==> config.mk <==
export PLATFORM = sky130hd
export DESIGN_NAME = wb_unit_flat
export DESIGN_NICKNAME = d
export VERILOG_FILES = /design/src/rtl/wb_unit_if.sv /design/src/rtl/wb_unit.sv /design/src/flat_wrapper.sv
export SDC_FILE = /design/constraint.sdc
export NUM_CORES = 1
export LEC_CHECK = 0
export CORE_UTILIZATION = 30
export DETAILED_ROUTE_END_ITERATION = 8
export PLACE_DENSITY = 0.62
export RECOVER_POWER = 50
export SYNTH_ARGS = -nofsm -noshare
export SYNTH_HDL_FRONTEND = slang
export SYNTH_SLANG_ARGS = --single-unit
==> constraint.sdc <==
create_clock -name CLOCK_50 -period 3.3 [get_ports CLOCK_50]
set_input_delay 0.33 -clock CLOCK_50 [delete_from_list [all_inputs] [get_ports CLOCK_50]]
set_output_delay 0.33 -clock CLOCK_50 [all_outputs]
set_load 0.01 [all_outputs]
==> src/rtl/wb_unit_if.sv <==
// Bundle of execute/memory-side result buses and register-file write port
// that the writeback unit sits between.
interface wb_unit_if;
  logic        alu_valid;
  logic [4:0]  alu_dst;
  logic [31:0] alu_data;
  logic        alu_ready;

  logic        ld_valid;
  logic [4:0]  ld_dst;
  logic [31:0] ld_data;
  logic [2:0]  ld_funct3;
  logic [1:0]  ld_off;

  logic        iss_valid;
  logic [4:0]  iss_dst;

  logic [31:0] wb;
  logic [4:0]  dst;
  logic        reg_write;
  logic [31:0] busy;

  // Upstream stages and decode drive results and issues; they observe the write port.
  modport master (
    output alu_valid, alu_dst, alu_data,
    output ld_valid, ld_dst, ld_data, ld_funct3, ld_off,
    output iss_valid, iss_dst,
    input  alu_ready, wb, dst, reg_write, busy
  );

  modport slave (
    input  alu_valid, alu_dst, alu_data,
    input  ld_valid, ld_dst, ld_data, ld_funct3, ld_off,
    input  iss_valid, iss_dst,
    output alu_ready, wb, dst, reg_write, busy
  );
endinterface

==> src/rtl/wb_unit.sv <==
// Writeback stage: arbitrates load vs. ALU results onto the register-file write
// port, extends load data, buffers displaced ALU results and tracks pending writes.
module wb_unit #(
  parameter int FIFO_DEPTH = 2
) (
  input  logic      CLOCK_50,
  input  logic      rst_n,
  wb_unit_if.slave  wb_bus
);

  localparam int PTR_W = (FIFO_DEPTH > 1) ? $clog2(FIFO_DEPTH) : 1;
  localparam int CNT_W = $clog2(FIFO_DEPTH + 1);
  localparam logic [CNT_W-1:0] CNT_FULL = CNT_W'(FIFO_DEPTH);
  localparam logic [PTR_W-1:0] PTR_LAST = PTR_W'(FIFO_DEPTH - 1);

  typedef enum logic [2:0] {
    F3_LB  = 3'b000,
    F3_LH  = 3'b001,
    F3_LW  = 3'b010,
    F3_LBU = 3'b100,
    F3_LHU = 3'b101
  } ld_funct3_e;

  // ALU result buffer
  logic [4:0]       r_fifo_dst  [FIFO_DEPTH];
  logic [31:0]      r_fifo_data [FIFO_DEPTH];
  logic [PTR_W-1:0] r_rd_ptr;
  logic [PTR_W-1:0] r_wr_ptr;
  logic [CNT_W-1:0] r_count;

  // Register-file write port and scoreboard
  logic [31:0] r_wb;
  logic [4:0]  r_dst;
  logic        r_reg_write;
  logic [31:0] r_busy;

  logic        w_alu_ready;
  logic        w_alu_accept;
  logic        w_fifo_empty;
  logic        w_push;
  logic        w_pop;
  logic        w_sel_valid;
  logic [4:0]  w_sel_dst;
  logic [31:0] w_sel_data;
  logic        w_do_write;
  logic [7:0]  w_ld_byte;
  logic [15:0] w_ld_half;
  logic [31:0] w_ld_word;
  logic [31:0] w_busy_next;

  function automatic logic [PTR_W-1:0] ptr_inc(input logic [PTR_W-1:0] p);
    return (p == PTR_LAST) ? '0 : p + 1'b1;
  endfunction

  // Readiness looks only at the registered count so it never depends on this cycle's pop.
  assign w_alu_ready  = (r_count < CNT_FULL);
  assign w_alu_accept = wb_bus.alu_valid && w_alu_ready;
  assign w_fifo_empty = (r_count == '0);

  always_comb begin
    w_ld_byte = wb_bus.ld_data[7:0];
    case (wb_bus.ld_off)
      2'd0: w_ld_byte = wb_bus.ld_data[7:0];
      2'd1: w_ld_byte = wb_bus.ld_data[15:8];
      2'd2: w_ld_byte = wb_bus.ld_data[23:16];
      2'd3: w_ld_byte = wb_bus.ld_data[31:24];
      default: w_ld_byte = wb_bus.ld_data[7:0];
    endcase
  end

  assign w_ld_half = wb_bus.ld_off[1] ? wb_bus.ld_data[31:16] : wb_bus.ld_data[15:0];

  // NOTE: every always_comb output gets a default first so no path leaves it unassigned (no latch).
  always_comb begin
    w_ld_word = wb_bus.ld_data;
    case (wb_bus.ld_funct3)
      F3_LB:   w_ld_word = {{24{w_ld_byte[7]}}, w_ld_byte};
      F3_LH:   w_ld_word = {{16{w_ld_half[15]}}, w_ld_half};
      F3_LW:   w_ld_word = wb_bus.ld_data;
      F3_LBU:  w_ld_word = {24'd0, w_ld_byte};
      F3_LHU:  w_ld_word = {16'd0, w_ld_half};
      default: w_ld_word = wb_bus.ld_data;
    endcase
  end

  // Port priority: load, then buffered ALU head, then ALU bypass.
  always_comb begin
    w_push      = 1'b0;
    w_pop       = 1'b0;
    w_sel_valid = 1'b0;
    w_sel_dst   = 5'd0;
    w_sel_data  = 32'd0;
    if (wb_bus.ld_valid) begin
      w_sel_valid = 1'b1;
      w_sel_dst   = wb_bus.ld_dst;
      w_sel_data  = w_ld_word;
      w_push      = w_alu_accept;
    end else if (!w_fifo_empty) begin
      w_sel_valid = 1'b1;
      w_sel_dst   = r_fifo_dst[r_rd_ptr];
      w_sel_data  = r_fifo_data[r_rd_ptr];
      w_pop       = 1'b1;
      w_push      = w_alu_accept;
    end else if (w_alu_accept) begin
      w_sel_valid = 1'b1;
      w_sel_dst   = wb_bus.alu_dst;
      w_sel_data  = wb_bus.alu_data;
    end
  end

  // Results for x0 are consumed without raising the write enable.
  assign w_do_write = w_sel_valid && (w_sel_dst != 5'd0);

  // NOTE: buffer storage has no reset; r_count alone decides which entries are meaningful.
  always_ff @(posedge CLOCK_50) begin
    if (w_push) begin
      r_fifo_dst[r_wr_ptr]  <= wb_bus.alu_dst;
      r_fifo_data[r_wr_ptr] <= wb_bus.alu_data;
    end
  end

  // NOTE: sequential state uses non-blocking assignments so all flops update from pre-edge values.
  always_ff @(posedge CLOCK_50 or negedge rst_n) begin
    if (!rst_n) begin
      r_rd_ptr <= '0;
      r_wr_ptr <= '0;
      r_count  <= '0;
    end else begin
      if (w_push) r_wr_ptr <= ptr_inc(r_wr_ptr);
      if (w_pop)  r_rd_ptr <= ptr_inc(r_rd_ptr);
      case ({w_push, w_pop})
        2'b10:   r_count <= r_count + 1'b1;
        2'b01:   r_count <= r_count - 1'b1;
        default: r_count <= r_count;
      endcase
    end
  end

  always_ff @(posedge CLOCK_50 or negedge rst_n) begin
    if (!rst_n) begin
      r_wb        <= 32'd0;
      r_dst       <= 5'd0;
      r_reg_write <= 1'b0;
    end else begin
      r_reg_write <= w_do_write;
      if (w_do_write) begin
        r_wb  <= w_sel_data;
        r_dst <= w_sel_dst;
      end
    end
  end

  // A write presented this cycle retires its bit at the edge; a same-edge issue re-arms it.
  always_comb begin
    w_busy_next = r_busy;
    if (r_reg_write) w_busy_next[r_dst] = 1'b0;
    if (wb_bus.iss_valid) w_busy_next[wb_bus.iss_dst] = 1'b1;
    w_busy_next[0] = 1'b0;
  end

  always_ff @(posedge CLOCK_50 or negedge rst_n) begin
    if (!rst_n) begin
      r_busy <= 32'd0;
    end else begin
      r_busy <= w_busy_next;
    end
  end

  assign wb_bus.alu_ready = w_alu_ready;
  assign wb_bus.wb        = r_wb;
  assign wb_bus.dst       = r_dst;
  assign wb_bus.reg_write = r_reg_write;
  assign wb_bus.busy      = r_busy;

  a_no_x0_write: assert property (@(posedge CLOCK_50) disable iff (!rst_n)
    r_reg_write |-> (r_dst != 5'd0));

  a_count_bound: assert property (@(posedge CLOCK_50) disable iff (!rst_n)
    r_count <= CNT_FULL);

  a_busy_x0_clear: assert property (@(posedge CLOCK_50) disable iff (!rst_n)
    !r_busy[0]);

  a_no_push_when_full: assert property (@(posedge CLOCK_50) disable iff (!rst_n)
    (r_count == CNT_FULL) |-> !w_push || w_pop);

endmodule
==> src/flat_wrapper.sv <==
// flat-port wrapper written by rule: the top's interface ports become plain ports
module wb_unit_flat 
#(
  parameter int FIFO_DEPTH = 2
)
  (CLOCK_50, rst_n, wb_bus_alu_valid, wb_bus_alu_dst, wb_bus_alu_data, wb_bus_ld_valid, wb_bus_ld_dst, wb_bus_ld_data, wb_bus_ld_funct3, wb_bus_ld_off, wb_bus_iss_valid, wb_bus_iss_dst, wb_bus_alu_ready, wb_bus_wb, wb_bus_dst, wb_bus_reg_write, wb_bus_busy);
  wb_unit_if wb_bus_i ();
  input  logic CLOCK_50;
  input  logic rst_n;
  input wire logic [$bits(wb_bus_i.alu_valid)-1:0] wb_bus_alu_valid;
  input wire logic [$bits(wb_bus_i.alu_dst)-1:0] wb_bus_alu_dst;
  input wire logic [$bits(wb_bus_i.alu_data)-1:0] wb_bus_alu_data;
  input wire logic [$bits(wb_bus_i.ld_valid)-1:0] wb_bus_ld_valid;
  input wire logic [$bits(wb_bus_i.ld_dst)-1:0] wb_bus_ld_dst;
  input wire logic [$bits(wb_bus_i.ld_data)-1:0] wb_bus_ld_data;
  input wire logic [$bits(wb_bus_i.ld_funct3)-1:0] wb_bus_ld_funct3;
  input wire logic [$bits(wb_bus_i.ld_off)-1:0] wb_bus_ld_off;
  input wire logic [$bits(wb_bus_i.iss_valid)-1:0] wb_bus_iss_valid;
  input wire logic [$bits(wb_bus_i.iss_dst)-1:0] wb_bus_iss_dst;
  output wire logic [$bits(wb_bus_i.alu_ready)-1:0] wb_bus_alu_ready;
  output wire logic [$bits(wb_bus_i.wb)-1:0] wb_bus_wb;
  output wire logic [$bits(wb_bus_i.dst)-1:0] wb_bus_dst;
  output wire logic [$bits(wb_bus_i.reg_write)-1:0] wb_bus_reg_write;
  output wire logic [$bits(wb_bus_i.busy)-1:0] wb_bus_busy;
  assign wb_bus_i.alu_valid = wb_bus_alu_valid;
  assign wb_bus_i.alu_dst = wb_bus_alu_dst;
  assign wb_bus_i.alu_data = wb_bus_alu_data;
  assign wb_bus_i.ld_valid = wb_bus_ld_valid;
  assign wb_bus_i.ld_dst = wb_bus_ld_dst;
  assign wb_bus_i.ld_data = wb_bus_ld_data;
  assign wb_bus_i.ld_funct3 = wb_bus_ld_funct3;
  assign wb_bus_i.ld_off = wb_bus_ld_off;
  assign wb_bus_i.iss_valid = wb_bus_iss_valid;
  assign wb_bus_i.iss_dst = wb_bus_iss_dst;
  assign wb_bus_alu_ready = wb_bus_i.alu_ready;
  assign wb_bus_wb = wb_bus_i.wb;
  assign wb_bus_dst = wb_bus_i.dst;
  assign wb_bus_reg_write = wb_bus_i.reg_write;
  assign wb_bus_busy = wb_bus_i.busy;
  wb_unit #(.FIFO_DEPTH(FIFO_DEPTH)) u_core (.CLOCK_50(CLOCK_50), .rst_n(rst_n), .wb_bus(wb_bus_i));
endmodule
==> results.yml <==
global_routing:
  antenna_found_initial: 2
  grt_max_degree: 74
  grt_pass1_vias: 5202
  globalRouteOverflowTotal: 0
  grt_pass1_wl_mm: 30.80
  grt.total_usage: 0.1741
worst_setup_path:
  cp_max_fo: 18
  critPathKind: "reg -> reg"
  worst_setup_path_end_kind: "flip-flop"
  crit_arrival_ps: 2630
  worstPathRequired_ps: 3610
  crit_path_start_kind: "flip-flop"
layout:
  fin_area_mm2: 0.009304
  nets: 802
  areaGrowthSynthToFinish_pct: 35.59
  num-fill-cells: 2054
  drive_gt1_frac: 0.1379
logic_synthesis:
  synth_edf_count: 74
  syn_area_mm2: 0.006862
  synth-seq-cells: 147
  synth_nets: 640
  synth_cell_types: 56
  synth_warnings: 0
  ys_seq_area_frac: 0.5901
  ys_async_sr_fraction: 0.4966
  synthCells: 550
  avgSynthCellArea_um2: 12.48
  synth_flop_cell: "edfxtp_1"
cts:
  root_buffer: "clkbuf_16"
  clkTransAtPathRegs_ps: 70
  cts_buffer_depth: 2
  clock_sinks: 147
  post_cts_resized: 0
  clock_latency_ps: 420
  postCtsHoldBufs: 0
  htree_levels: 4
  cts_tree: "done"
  cts_inserted_buffers: 17
  postCtsSetupRepairBufs: 0
place:
  post_dp_cell_area_mm2: 0.008755
  dpl.hpwl_mm: 14.35
  port_buffers: 158
  place.gp.congestion: 0.8866
die:
  chipWidth_um: 153.2
  rows: 54
  die_area_mm2: 0.02348
  io_pins: 160
  die_h_um: 153.2
  core_area_mm2: 0.02209
  initial_core_util: 0.3106
route:
  ant_nets: 0
  drc: 0
  vias: 5173
  avgViaCountPerCell: 5.142
  post_drt_wl_per_cell_um: 19.72
  first_pass_iters: 4
  routed_wl_mm: 19.84
  drt-initial-drc-count: 362
run:
  drv_cap: 1
outcome:
  failed_checks: "capacitance limit, slew limit"
  status: "complete, but fails checks"
timing:
  min_period_ps: 2318
  setup_tns_ps: 0
  setup_viol: 0
  relSlewSlack: -0.2906
  max_freq_mhz: 431.5
  rsz0062_at_grt: "no"
  worst-slew-pin-transition_ps: 1936
  final_hold_viol_count: 0
  period_share: 0.7023
  finalClockSkew_ps: 12.59
  drv_slew: 74
hold_path:
  hold_class: "in -> async"
pwr:
  power_density_mw_per_mm2: 764.8
  leakagePower_nw: 3.619
  vdd_drop_max_uv: 334.6
-- worst max-delay path: stages (launching register included) --
cell and delay [ps]:
dfrtp_2 740, mux2i_1 240, o211ai_1 130, a22oi_2 300
nand4_4 170, buf_4 270, mux2_4 330
-- final timing paths --
check	end	slack, ps	cells past startpoint	start
max in group asynchronous	u_core.r_rd_ptr	1570	1	rst_n
min in group CLOCK_50	u_core.wb_bus.busy[5]	510	2	u_core.wb_bus.busy[5]
max	u_core.wb_bus.wb[13]	980	6	u_core.r_rd_ptr
min	u_core.wb_bus.busy[22]	450	1	rst_n
max reg2reg	u_core.wb_bus.wb[13]	980	6	u_core.r_rd_ptr
min reg2reg	u_core.wb_bus.busy[5]	510	2	u_core.wb_bus.busy[5]
-- placed cells by master, fill, tap and decap left out, types with 3 or more instances in the layout --
| master | n |
|---|---|
| a211o_1 | 6 |
| a21oi_1 | 18 |
| a221oi_1 | 3 |
| buf_4 | 12 |
| clkbuf_16 | 17 |
| clkdlybuf4s50_1 | 115 |
| dfrtp_1 | 72 |
| dlygate4sd3_1 | 42 |
| edfxtp_1 | 74 |
| inv_1 | 14 |
| inv_6 | 5 |
| inv_8 | 3 |
| mux2_2 | 9 |
| mux2_4 | 26 |
| mux2i_1 | 42 |
| nand2_1 | 56 |
| nand2b_1 | 5 |
| nand3_1 | 8 |
| nand3b_1 | 8 |
| nor2_1 | 20 |
| nor2_4 | 3 |
| nor2b_1 | 5 |
| nor3_1 | 3 |
| o2111ai_1 | 16 |
| o211ai_1 | 3 |
| o21ai_0 | 72 |
| o21ai_1 | 3 |
| o221ai_1 | 6 |
| o22ai_2 | 3 |
| o32ai_1 | 4 |
| or3_1 | 7 |
| or3b_2 | 3 |
| xnor2_1 | 5 |
-- metrics by stage --
stage	util	total power [mW]	hold slack [ps]	std cells	worst slack (ps)
after global routing	0.4210	7.490	535.1	1005	852.6
after global placement	0.3963	5.332	489.1	973	598.4
after CTS	0.4211	7.199	108.6	1005	957.7
after detailed placement	0.3963	5.368	492.8	973	618.2
after floorplan	-	4.090	34.41	550	346.3
final	0.4211	7.116	447.2	1006	982.3
-- layout make-up --
type | count | area, µm² | area share
clock buffers | 18 | 429.2 | 0.04613
multi-input cells | 360 | 2609 | 0.2804
inverters | 15 | 56.30 | 0.006052
repair buffers | 171 | 1687 | 0.1813
diodes | 1 | 2.502 | 0.0002690
clock inverters | 14 | 120.1 | 0.01291
well taps | 280 | 350.3 | 0.03765
flip-flops and latches | 147 | 4050 | 0.4353
-- kinds of logic after synthesis --
| logic type | after synthesis | share of synthesized area |
|---|---|---|
| xor gates and xnor gates | 5 | 0.006382 |
| other | 1 | 0.0005465 |
| muxes | 78 | 0.1362 |
| adders and majority gates | 1 | 0.001823 |
| and+or+nand+nor | 129 | 0.09482 |
| AOI/OAI and AO/OA | 146 | 0.1373 |
| DFF | 147 | 0.5901 |
| buffers and inverters | 43 | 0.03282 |
-- where the power goes --
| part | total, mW | switching (mW) | internal [mW] |
|---|---|---|---|
| Combinational | 2.46 | 1.15 | 1.31 |
| Sequential | 2.85 | 0.380 | 2.47 |
| Clock | 1.81 | 0.821 | 0.987 |
| Total | 7.12 | 2.35 | 4.77 |
-- per-layer routing --
layer	routed length, µm	part of all wire	track usage
met2	9089	0.46	0.2711
met4	132	0.0067	0.03608
met5	13	0.00066	0
met1	9253	0.47	0.2416
met3	1349	0.068	0.04792
-- registers in the layout (all words and copies together) (netlist names) --
| register | count |
|---|---|
| u_core.r_fifo_data | 64 |
| u_core.wb_bus.wb | 32 |
| u_core.wb_bus.busy | 31 |
| u_core.r_fifo_dst | 10 |
| u_core.wb_bus.dst | 5 |
| u_core.r_count | 2 |
| u_core.r_rd_ptr | 1 |
| u_core.r_wr_ptr | 1 |
| u_core.wb_bus.reg_write | 1 |
-- cells in the mapped netlist (all sizes together) (2+ instances only) --
library cell   n  share of area
nand2b         5         0.0046
o22ai          3         0.0055
o2111ai       17          0.023
a221oi         3         0.0038
dfrtp         73           0.27
xnor2          5         0.0064
o221ai         6         0.0077
clkbuf         9         0.0049
o31ai          2         0.0022
a211o          6         0.0077
mux2i         42          0.061
nor3           4         0.0036
or3            7         0.0064
nor2          23          0.014
nand3          8         0.0058
nand4bb        2         0.0033
nand2         57          0.032
or2            2         0.0018
buf           19          0.020
nand4          3         0.0049
o21ai         75          0.055
a21oi         19          0.014
o211ai         3         0.0033
nor2b          5         0.0046
or3b           3         0.0038
inv           15         0.0082
edfxtp        74           0.32
mux2          35          0.072
o32ai          4         0.0051
nand3b         8         0.0088
(Power assumes the default switching activity.)
